## src/rtl/adpll_loop_ctrl.sv

```systemverilog
// ADPLL loop controller: PFD event sync, saturating DCO code update,
// and IDLE/COARSE/FINE/LOCKED acquisition state machine.
`timescale 1ns/1ps
module adpll_loop_ctrl #(
   parameter int DCO_W       = 10,
   parameter int DCO_INIT    = 512,
   parameter int COARSE_STEP = 16,
   parameter int REV_CNT     = 4,
   parameter int LOCK_CNT    = 32,
   parameter int SLIP_CNT    = 8
) (
   input  logic             clk,
   input  logic             clrn,
   input  logic             enable,
   input  logic             up,
   input  logic             down,
   output logic [DCO_W-1:0] dco_code,
   output logic             locked,
   output logic [1:0]       state
);

   localparam int CNT_W = $clog2(LOCK_CNT + REV_CNT + SLIP_CNT + 2);

   typedef enum logic [1:0] {
      IDLE   = 2'd0,
      COARSE = 2'd1,
      FINE   = 2'd2,
      LOCKED = 2'd3
   } state_t;

   state_t           state_q, state_d;
   logic [DCO_W-1:0] dco_d;
   logic             locked_d;
   logic             last_dir, last_dir_d;
   logic             dir_valid, dir_valid_d;
   logic [CNT_W-1:0] rev_cnt, rev_d;
   logic [CNT_W-1:0] alt_cnt, alt_d;
   logic [CNT_W-1:0] run_cnt, run_d;

   logic [2:0] up_sync, dn_sync;
   logic       up_evt, down_evt;

   always_ff @(posedge clk or negedge clrn) begin
      if (!clrn) begin
         up_sync  <= '0;
         dn_sync  <= '0;
         up_evt   <= 1'b0;
         down_evt <= 1'b0;
      end else begin
         up_sync  <= {up_sync[1:0], up};
         dn_sync  <= {dn_sync[1:0], down};
         up_evt   <= up_sync[1] & ~up_sync[2];
         down_evt <= dn_sync[1] & ~dn_sync[2];
      end
   end

   logic             ev, dir, reversal, run;
   logic [DCO_W-1:0] step, dco_up, dco_dn, dco_step;
   logic [DCO_W:0]   sum;

   assign ev       = up_evt ^ down_evt;
   assign dir      = up_evt;
   assign reversal = ev & dir_valid & (dir != last_dir);
   assign run      = ev & dir_valid & (dir == last_dir);

   assign step     = (state_q == COARSE) ? DCO_W'(COARSE_STEP)
                                         : DCO_W'(1);
   assign sum      = {1'b0, dco_code} + {1'b0, step};
   assign dco_up   = sum[DCO_W] ? '1 : sum[DCO_W-1:0];
   assign dco_dn   = (dco_code < step) ? '0 : dco_code - step;
   assign dco_step = dir ? dco_up : dco_dn;

   // A slip is SLIP_CNT same-direction events in a row:
   // the opening event plus SLIP_CNT-1 runs.
   logic slip;
   assign slip = run & (run_cnt == CNT_W'(SLIP_CNT - 2));

   always_comb begin
      state_d     = state_q;
      dco_d       = dco_code;
      last_dir_d  = last_dir;
      dir_valid_d = dir_valid;
      rev_d       = rev_cnt;
      alt_d       = alt_cnt;
      run_d       = run_cnt;
      if (!enable) begin
         state_d     = IDLE;
         dir_valid_d = 1'b0;
         rev_d       = '0;
         alt_d       = '0;
         run_d       = '0;
      end else begin
         unique case (state_q)
            IDLE: begin
               state_d     = COARSE;
               dir_valid_d = 1'b0;
               rev_d       = '0;
               alt_d       = '0;
               run_d       = '0;
            end
            COARSE: begin
               if (ev) begin
                  dco_d       = dco_step;
                  last_dir_d  = dir;
                  dir_valid_d = 1'b1;
               end
               if (reversal) begin
                  if (rev_cnt == CNT_W'(REV_CNT - 1)) begin
                     state_d = FINE;
                     rev_d   = '0;
                     alt_d   = '0;
                     run_d   = '0;
                  end else begin
                     rev_d = rev_cnt + 1'b1;
                  end
               end
            end
            FINE: begin
               if (ev) begin
                  dco_d      = dco_step;
                  last_dir_d = dir;
               end
               if (reversal) begin
                  run_d = '0;
                  if (alt_cnt == CNT_W'(LOCK_CNT - 1)) begin
                     state_d = LOCKED;
                     alt_d   = '0;
                     rev_d   = '0;
                  end else begin
                     alt_d = alt_cnt + 1'b1;
                  end
               end else if (run) begin
                  alt_d = '0;
                  if (slip) begin
                     state_d     = COARSE;
                     dir_valid_d = 1'b0;
                     run_d       = '0;
                     rev_d       = '0;
                  end else begin
                     run_d = run_cnt + 1'b1;
                  end
               end
            end
            LOCKED: begin
               if (ev) begin
                  dco_d      = dco_step;
                  last_dir_d = dir;
               end
               if (reversal) begin
                  run_d = '0;
               end else if (run) begin
                  if (slip) begin
                     state_d = FINE;
                     run_d   = '0;
                     alt_d   = '0;
                     rev_d   = '0;
                  end else begin
                     run_d = run_cnt + 1'b1;
                  end
               end
            end
         endcase
      end
      locked_d = (state_d == LOCKED);
   end

   always_ff @(posedge clk or negedge clrn) begin
      if (!clrn) begin
         state_q   <= IDLE;
         dco_code  <= DCO_W'(DCO_INIT);
         locked    <= 1'b0;
         last_dir  <= 1'b0;
         dir_valid <= 1'b0;
         rev_cnt   <= '0;
         alt_cnt   <= '0;
         run_cnt   <= '0;
      end else begin
         state_q   <= state_d;
         dco_code  <= dco_d;
         locked    <= locked_d;
         last_dir  <= last_dir_d;
         dir_valid <= dir_valid_d;
         rev_cnt   <= rev_d;
         alt_cnt   <= alt_d;
         run_cnt   <= run_d;
      end
   end

   assign state = state_q;

endmodule

```

## config.mk

```make
export PLATFORM = sky130hd
export DESIGN_NAME = adpll_loop_ctrl
export DESIGN_NICKNAME = d
export VERILOG_FILES = /design/src/rtl/adpll_loop_ctrl.sv
export SDC_FILE = /design/constraint.sdc
export NUM_CORES = 1
export LEC_CHECK = 0
export CORE_MARGIN = 5
export CORE_UTILIZATION = 45
export CTS_CLUSTER_DIAMETER = 50
export DETAILED_ROUTE_END_ITERATION = 7
export PLACE_DENSITY = 0.61
export SLEW_MARGIN = 20
export SYNTH_ARGS = -nofsm -noshare
export SYNTH_HDL_FRONTEND = slang
export SYNTH_SLANG_ARGS = --single-unit
```

## constraint.sdc

```tcl
create_clock -name clk -period 3.6 [get_ports clk]
set_clock_uncertainty 0.15 [all_clocks]
set_input_delay 0.72 -clock clk [delete_from_list [all_inputs] [get_ports clk]]
set_output_delay 0.72 -clock clk [all_outputs]
set_load 0.05 [all_outputs]
```

After elaboration in Yosys (flattened, before gate mapping)
Cells that the tools add are included.
- register bits: 41
- word-level logic and storage cells: 102
- reduce and logical (&&, ||, !) cells: 8
- mux-type cells: 45
- equal/unequal tests: 22
- add/subtract/negate cells: 5
- order comparisons: 1
- bitwise operators: 9
- operators by type and width (operator ; number):
    two-way mux 6 bit ; 21
    one-hot mux 6 bit (4 select lines) ; 2
    two-way mux 10 bit ; 3
    != test 3 bit, second input constant ; 8
    two-way mux 2 bit ; 10
    adder 6 x 1 -> 6 bit, second input constant ; 3
    one-hot mux 6 bit (3 select lines) ; 1
    adder 10 x 5 -> 11 bit ; 1
    less-than comparator 10 x 5 -> 1 bit ; 1
    subtractor 10 x 5 -> 10 bit ; 1
    AND reduction 3 bit ; 3
    != test 4 bit, second input constant ; 2
    one-hot mux 2 bit (4 select lines) ; 1
    bitwise AND 1 bit ; 6
    equality test 2 bit, second input constant ; 3
    equality test 6 x 2 -> 1 bit, second input constant ; 1
    equality test 6 x 3 -> 1 bit, second input constant ; 1
    equality test 6 x 5 -> 1 bit, second input constant ; 1
    AND reduction 6 bit ; 1
    two-way mux 1 bit ; 5
    two-way mux 5 bit ; 1
    AND reduction 5 bit ; 1
    != test 4 x 1 -> 1 bit, second input constant ; 1
    != test 4 x 2 -> 1 bit, second input constant ; 1
    10 further kinds ; 11

Logic depth before layout (Yosys ltp)
Gate-level depths: netlist (run 1).
- depth after elaboration: 10
- gate-level depth with buffers: 10
- gate-level depth less buffers: 9

Least setup slack after synthesis (run 1)
OpenSTA, ideal clock, no wires.
- path kind: register -> register
- start point: register state_q[1] (netlist: state[1])
- end point: register dco_code[5]
- library setup time: 126 ps
- buffers on the path: 1
- data arrival time: 2836 ps
- required time: 3324 ps
- stages on the path, launching flop included: 11
- path slack: 488 ps
- period minus slack after synthesis: 3112 ps
- cell sequence: dfrtp_1 -> buf_2 -> inv_1 -> nand2_1 -> ha_1 -> ha_1 -> or3b_2 -> a2111oi_4 -> o21ai_2 -> a221oi_2 -> o21ai_1
- cells in the longest elaborated chain, start to end: 5
- elaborated cells between the ends (all ways): 12
- classes of those cells: add/sub: 2; order compare: 1; eq/ne: 3; mux: 4; reduce/logical: 2
- RTL lines (what ; RTL line ; RTL):
    start, declared ; 31 ; state_t state_q, state_d;
    start signal, assigned ; 178 ; state_q <= state_d;
    equality test 2 x 1 -> 1 bit ; 66, 93 ;
    two-way mux 5 bit ; 66 ; assign step = (state_q == COARSE) ? DCO_W'(COARSE_STEP)
    subtractor 10 x 5 -> 10 bit, or another cell as far along ; 70 ; assign dco_dn = (dco_code < step) ? '0 : dco_code - step;
    two-way mux 10 bit, on equally long branches ; 70, 69 ;
    two-way mux 10 bit ; 71 ; assign dco_step = dir ? dco_up : dco_dn;
    end signal, assigned ; 170 ; dco_code <= DCO_W'(DCO_INIT);
    end signal, assigned ; 179 ; dco_code <= dco_d;
    end, declared ; 17 ; output logic [DCO_W-1:0] dco_code,
Parallel ways exist; a longest one is shown, timed or not.
A chain may end at the register's enable or synchronous reset.

Worst setup path in the final report (run 1)
Same ends and word-level chain as after synthesis.

==> metrics, run 1 <==
max_slew headroom=0.3967; H-tree depth=2; Mapped Area=2639 sq um; global-route wire length before repair=10.21 mm; worst path required time=3.64 ns; setup ws final=0.5735 ns; number of max-cap violations=0; crit path launch type=register; initial antenna violation count=0; clock latency on the worst-skew pair=0.30 ns; Met1 Wirelength=3.117 mm; DR WL met2=2.521 mm; Die Wd=86.58 microns; fmax=330.4 MHz; DR top layer=met4; WL met3=220 microns; Fin Setup TNS=0 ns; IO Pins=18; worst vdd ir=0.2957 mV; Slew Viols, Final=0; area leader, netlist=dfrtp_1; worst setup path class=reg2reg; DR vias/cell=5.979; Clock Tree Root=clkbuf_8; Post-synth ARST share=1.000; Clk network pwr share=0.234; Cell Rows=27; critical path peak fanout=13; reg2reg path depth=9; dominant cell by count in the synthesized netlist=dfrtp_1; post-DP HPWL=4.293 mm; First-pass DRT Iterations=4; Tot Pwr=0.001559 W; Resized Gates After CTS=0; library cells used by synthesis=70; Yosys warnings=0; Hold Slack=0.2068 ns; LEAKAGE=1.222 nW; Logic pwr share=0.363; Sw Ratio=0.4051; status=finished clean; syn_nets=307; most frequent cells after synthesis=dfrtp_1, nand2_1, nor2_1, o21ai_0; syn avg cell area=9.037 sq um; die height=86.58 microns; # DRC=0; largest net degree at the start of global routing=42; Final Cycle Share=0.8407; Min-Delay Path Class=reg2reg; Setup-failing EPs final=0; Power Density=528.8 nW/um^2; gp weighted congestion=0.8703; # port buffers=17; hold path depth=0; Area Overhead vs Synth=11.76%; DP Worst Slack=0.5771 ns; vias=2254; Int Power=0.0009277 W; RSZ-0062 raised after global routing=false; Antenna Violating Nets Remaining=0; hold buffer count at cts=0; EDFF count, synth=0; total CTS buffers=5; Ant. Diodes=0; sequential share of the synthesized area=0.3893; Slew @ Worst Pin=0.9050 ns; vias in the first global route=2015; Post-synth top flop=dfrtp_1; Synth Register Bits=41; Bufs on Longest Clock Path=2; Synth area leaders=dfrtp_1, ha_1, nand2_1; Sequential Power Share=0.403; final core occ=0.5259; CP arrival=3.07 ns; post-CTS setup repair buffer count=0; die footprint=7495 sq um; DR WL/cell=15.68 microns; Final Net Count=319; grt total ovfl=0; Tot GR Track Use=0.1697; fill cell count=541; final critical-path required period=3.027 ns; DRT iter0 DRCs=122; TritonCTS clock tree=built; Initial Util=0.4705; Psw=0.0006318 W; Post-Synthesis Cells=292; CP endpoint kind=register; share of cells above drive strength 1=0.08197; post-synth top area share=0.3793; core region area=5608 sq um; Final Hold Viols=0; DRT Wirelength=5.913 mm; clock sink count=41; Clock Pin Slew Worst Setup and Hold Paths=0.08 ns
[cell families (layout without fill, tap and decap cells)]
group | after synthesis | in the layout | share of synthesized area
adder cells (fa/ha/maj) | 10 | 10 | 0.04742
AND/OR/NAND/NOR | 123 | 123 | 0.2551
buffers and inverters | 25 | 38 | 0.04125
multiplexers | 5 | 5 | 0.02039
AO/OA/AOI/OAI | 82 | 82 | 0.2267
XOR/XNOR | 6 | 6 | 0.01991
flip-flops | 41 | 41 | 0.3893
[worst max-delay path: stages (launching register included)]
cell	delay, ns
dfrtp_1	0.59
inv_1	0.10
nand2_1	0.22
ha_1	0.23
ha_1	0.20
or3b_2	0.52
a2111oi_4	0.49
o21ai_2	0.11
a221oi_2	0.22
o21ai_1	0.09
[power groups by stage]
stage | Combinational (W) | Clock, W | Sequential, W
floorplan | 0.000292 | 0 | 0.000741
global placement | 0.000566 | 0 | 0.000636
detailed placement | 0.000566 | 0 | 0.000635
CTS | 0.000568 | 0.000376 | 0.000627
global route | 0.000608 | 0.000394 | 0.000643
finish | 0.000566 | 0.000365 | 0.000628
[area by class of cell]
class                      instances  area, sq um  share of cell area
multi-input combinational        226         1503              0.5095
sequential                        41         1027              0.3483
timing repair buffer              19        180.2             0.06109
tap                               72        90.09             0.03055
clock buffer                       6        72.57             0.02461
inverter                          11        41.29             0.01400
clock inverter                     2        35.03             0.01188
[sequential cells by signal, indices dropped and copies added (netlist names)]
| register | flops |
|---|---|
| dn_sync | 3 |
| state | 2 |
| down_evt | 1 |
| last_dir | 1 |
| locked | 1 |
| dir_valid | 1 |
| rev_cnt | 6 |
| dir | 1 |
| alt_cnt | 6 |
| run_cnt | 6 |
| dco_code | 10 |
| up_sync | 3 |
[cell usage in the layout, fill, tap and decap left out, drive strengths merged, types with 10 or more instances in the layout]
master	n
dfrtp	40
inv	11
a21oi	15
ha	10
nand2	26
clkdlybuf4s50	16
nand3	10
nor2	25
nor3	15
o21ai	20
[per-layer routing]
metal,global-route usage,vias up
li1,-,1123
met1,0.2565,1095
met2,0.2441,31
met3,0.04278,5
met4,0.03399,0
met5,0,-
[stage by stage]
| step | instance area [sq um] | cells |
|---|---|---|
| 2_1_floorplan | 2639 | 292 |
| 3_3_place_gp | 2841 | 369 |
| 3_5_place_dp | 2841 | 369 |
| 4_1_cts | 2949 | 377 |
| 5_1_grt | 2949 | 377 |
| 6_report | 2949 | 377 |
[worst paths after layout]
kind / slack, ns / startpoint / endpoint
worst max-delay path: 0.57 / state[1] / dco_code[5]
worst min-delay path: 0.21 / dn_sync[0] / dn_sync[1]
worst max register to register: 0.57 / state[1] / dco_code[5]
worst min register to register: 0.21 / dn_sync[0] / dn_sync[1]
max in group asynchronous: 2.33 / clrn / run_cnt[3]
min in group asynchronous: 0.39 / clrn / dco_code[1]
Note: power is estimated with default switching activity, not from simulation.
==> inputs of run 2 (changes only) <==
--- a/config.mk
+++ b/config.mk
@@ -9,7 +9,7 @@
 export CORE_UTILIZATION = 45
 export CTS_CLUSTER_DIAMETER = 50
 export DETAILED_ROUTE_END_ITERATION = 7
-export PLACE_DENSITY = 0.61
+export PLACE_DENSITY = 0.63
 export SLEW_MARGIN = 20
 export SYNTH_ARGS = -nofsm -noshare
 export SYNTH_HDL_FRONTEND = slang
==> constraint.sdc (replaced) <==
create_clock -name clk -period 2.5 [get_ports clk]
set_clock_uncertainty 0.15 [all_clocks]
set_input_delay 0.5 -clock clk [delete_from_list [all_inputs] [get_ports clk]]
set_output_delay 0.5 -clock clk [all_outputs]
set_load 0.05 [all_outputs]
==> run 2 against run 1 <==
Against the previous run:
- via count increased by 3.0%
- cell count increased by 4.2%
- register-to-register slack got worse by 0.47 ns
- global-route usage increased by 0.13 points
- final area increased by 5.1%
- sequential power increased by 39%
- clock power increased by 16%
- core utilization increased by 2.7 points
- maximum frequency increased by 26%
==> metrics, run 2 (synthesized netlist as in run 1, its figures left out) <==
Power Density=726.6 nW/um^2; Final Cycle Share=0.9596; Finished Layout Cells=393; Hold Slack=0.09897 ns; CP endpoint kind=register; Ant. Diodes=0; Cell Chain, Critical Path=nand2_8 -> ha_4 -> ha_4 -> or3b_4 -> a2111oi_4 -> nor2_1 -> nor2_1 -> o22ai_1; crit path launch=state[0]; most frequent cells in the layout=dfrtp_1, nand2_1, nor2_1; core region area=5608 sq um; vias=2321; Min-Delay Path Class=in2async; Final Net Count=335; fmax=416.9 MHz; worst r2r src=state[0]; DR vias/cell=5.906; # DRC=0; Setup-failing EPs final=0; most common cell after layout, fill and taps aside=dfrtp_1; status=finished clean; crit path launch type=register; Clock Tree Root=clkbuf_8; worst path required time=2.54 ns; TritonCTS clock tree=built; DRT iter0 DRCs=204; slowest stage delay, CP=0.46 ns; max reg flops=10; dpl cells=383; global-route wire length before repair=10.41 mm; Tot GR Track Use=0.1710; Tot Pwr=0.002253 W; worst vdd ir=0.5043 mV; grt total ovfl=0; initial antenna violation count=0; IO Pins=18; H-tree depth=2; largest net degree at the start of global routing=42; share of cells above drive strength 1=0.1495; Antenna Violating Nets Remaining=0; # port buffers=17; die footprint=7495 sq um; gp weighted congestion=0.8606; Clock Pin Slew Worst Setup and Hold Paths=0.09 ns; Cell Rows=27; clock latency on the worst-skew pair=0.30 ns; Bufs on Longest Clock Path=2; post-DP HPWL=4.393 mm; Initial Util=0.4705; Slowest-stage cell, CP=a2111oi_4; Die Wd=86.58 microns; Top delay family on crit path=simple AND/OR/NAND/NOR gates; critical path peak fanout=7; die height=86.58 microns; clock sink count=41; DP Worst Slack=0.07154 ns; worst setup path class=reg2reg; Area Overhead vs Synth=17.50%; DRT Wirelength=6.064 mm; First-pass DRT Iterations=4; LEAKAGE=1.311 nW; Slew @ Worst Pin=0.5345 ns; Final Hold Viols=0; DR WL/cell=15.43 microns; Buf/Inv on CP=0; setup ws final=0.1011 ns; vias in the first global route=2128; CP arrival=2.44 ns; number of max-cap violations=0; total CTS buffers=5; Top reg by flops=dco_code; final core occ=0.5529; final critical-path required period=2.399 ns; max_slew headroom=0.6437; Slew Viols, Final=0
run 2: cell count changes in the layout (fill, tap and decap cells not counted), sizes merged:
cell / delta
clkinv: +1
bufinv: -1
dlymetal6s2s: +2
clkdlybuf4s50: -2
buf: +16
run 2: worst paths after layout:
check / end / cells past startpoint / slack [ns]
min in group clk: dn_sync[1] / 0 / 0.20
setup reg to reg: dco_code[7] / 8 / 0.10
max in group asynchronous: dco_code[8] / 2 / 1.71
hold / removal: dco_code[2] / 2 / 0.1
hold reg to reg: dn_sync[1] / 0 / 0.20
setup / recovery: dco_code[7] / 8 / 0.10
run 2: area by class of cell:
class	count	area (sq um)
inverters	11	43.79
fillers	544	2507
flip-flops and latches	41	1030
clock inverters	2	10.01
clock buffers	6	72.57
well taps	72	90.09
multi-input cells	226	1549
repair buffers	35	305.3
run 2: timing repair:
item,4_1_cts,5_1_grt
gates resized for setup,0,5
endpoints found under the setup margin,0,7
buffers inserted,0,2
hold buffers,0,0
run 2: routing by layer:
metal  track usage  wire length [microns]  vias up
met1        0.2593                   3179     1129
met5             0                      0        -
met3       0.03422                    247        6
met2        0.2503                   2585       46
met4       0.03683                     51        0
li1              -                      -     1140
run 2: stage by stage:
stage / setup TNS [ns] / area, sq um
final: 0 / 3100
after CTS: 0 / 3069
after floorplan: -0.1001 / 2686
after global placement: 0 / 2987
after global routing: -0.005984 / 3100
after detailed placement: 0 / 2987
run 2: where the power goes:
group | internal [W] | switching, W
clock | 0.000194 | 0.000231
combinational | 0.000371 | 0.000583
sequential | 0.000746 | 0.000127
==> inputs of run 3 (changes only) <==
--- a/config.mk
+++ b/config.mk
@@ -7,7 +7,7 @@
 export LEC_CHECK = 0
 export CORE_MARGIN = 5
 export CORE_UTILIZATION = 45
-export CTS_CLUSTER_DIAMETER = 50
+export CTS_CLUSTER_DIAMETER = 100
 export DETAILED_ROUTE_END_ITERATION = 7
 export PLACE_DENSITY = 0.63
 export SLEW_MARGIN = 20
==> results of run 3 <==
The final DEF is identical to that of run 2; final timing and power are the same.
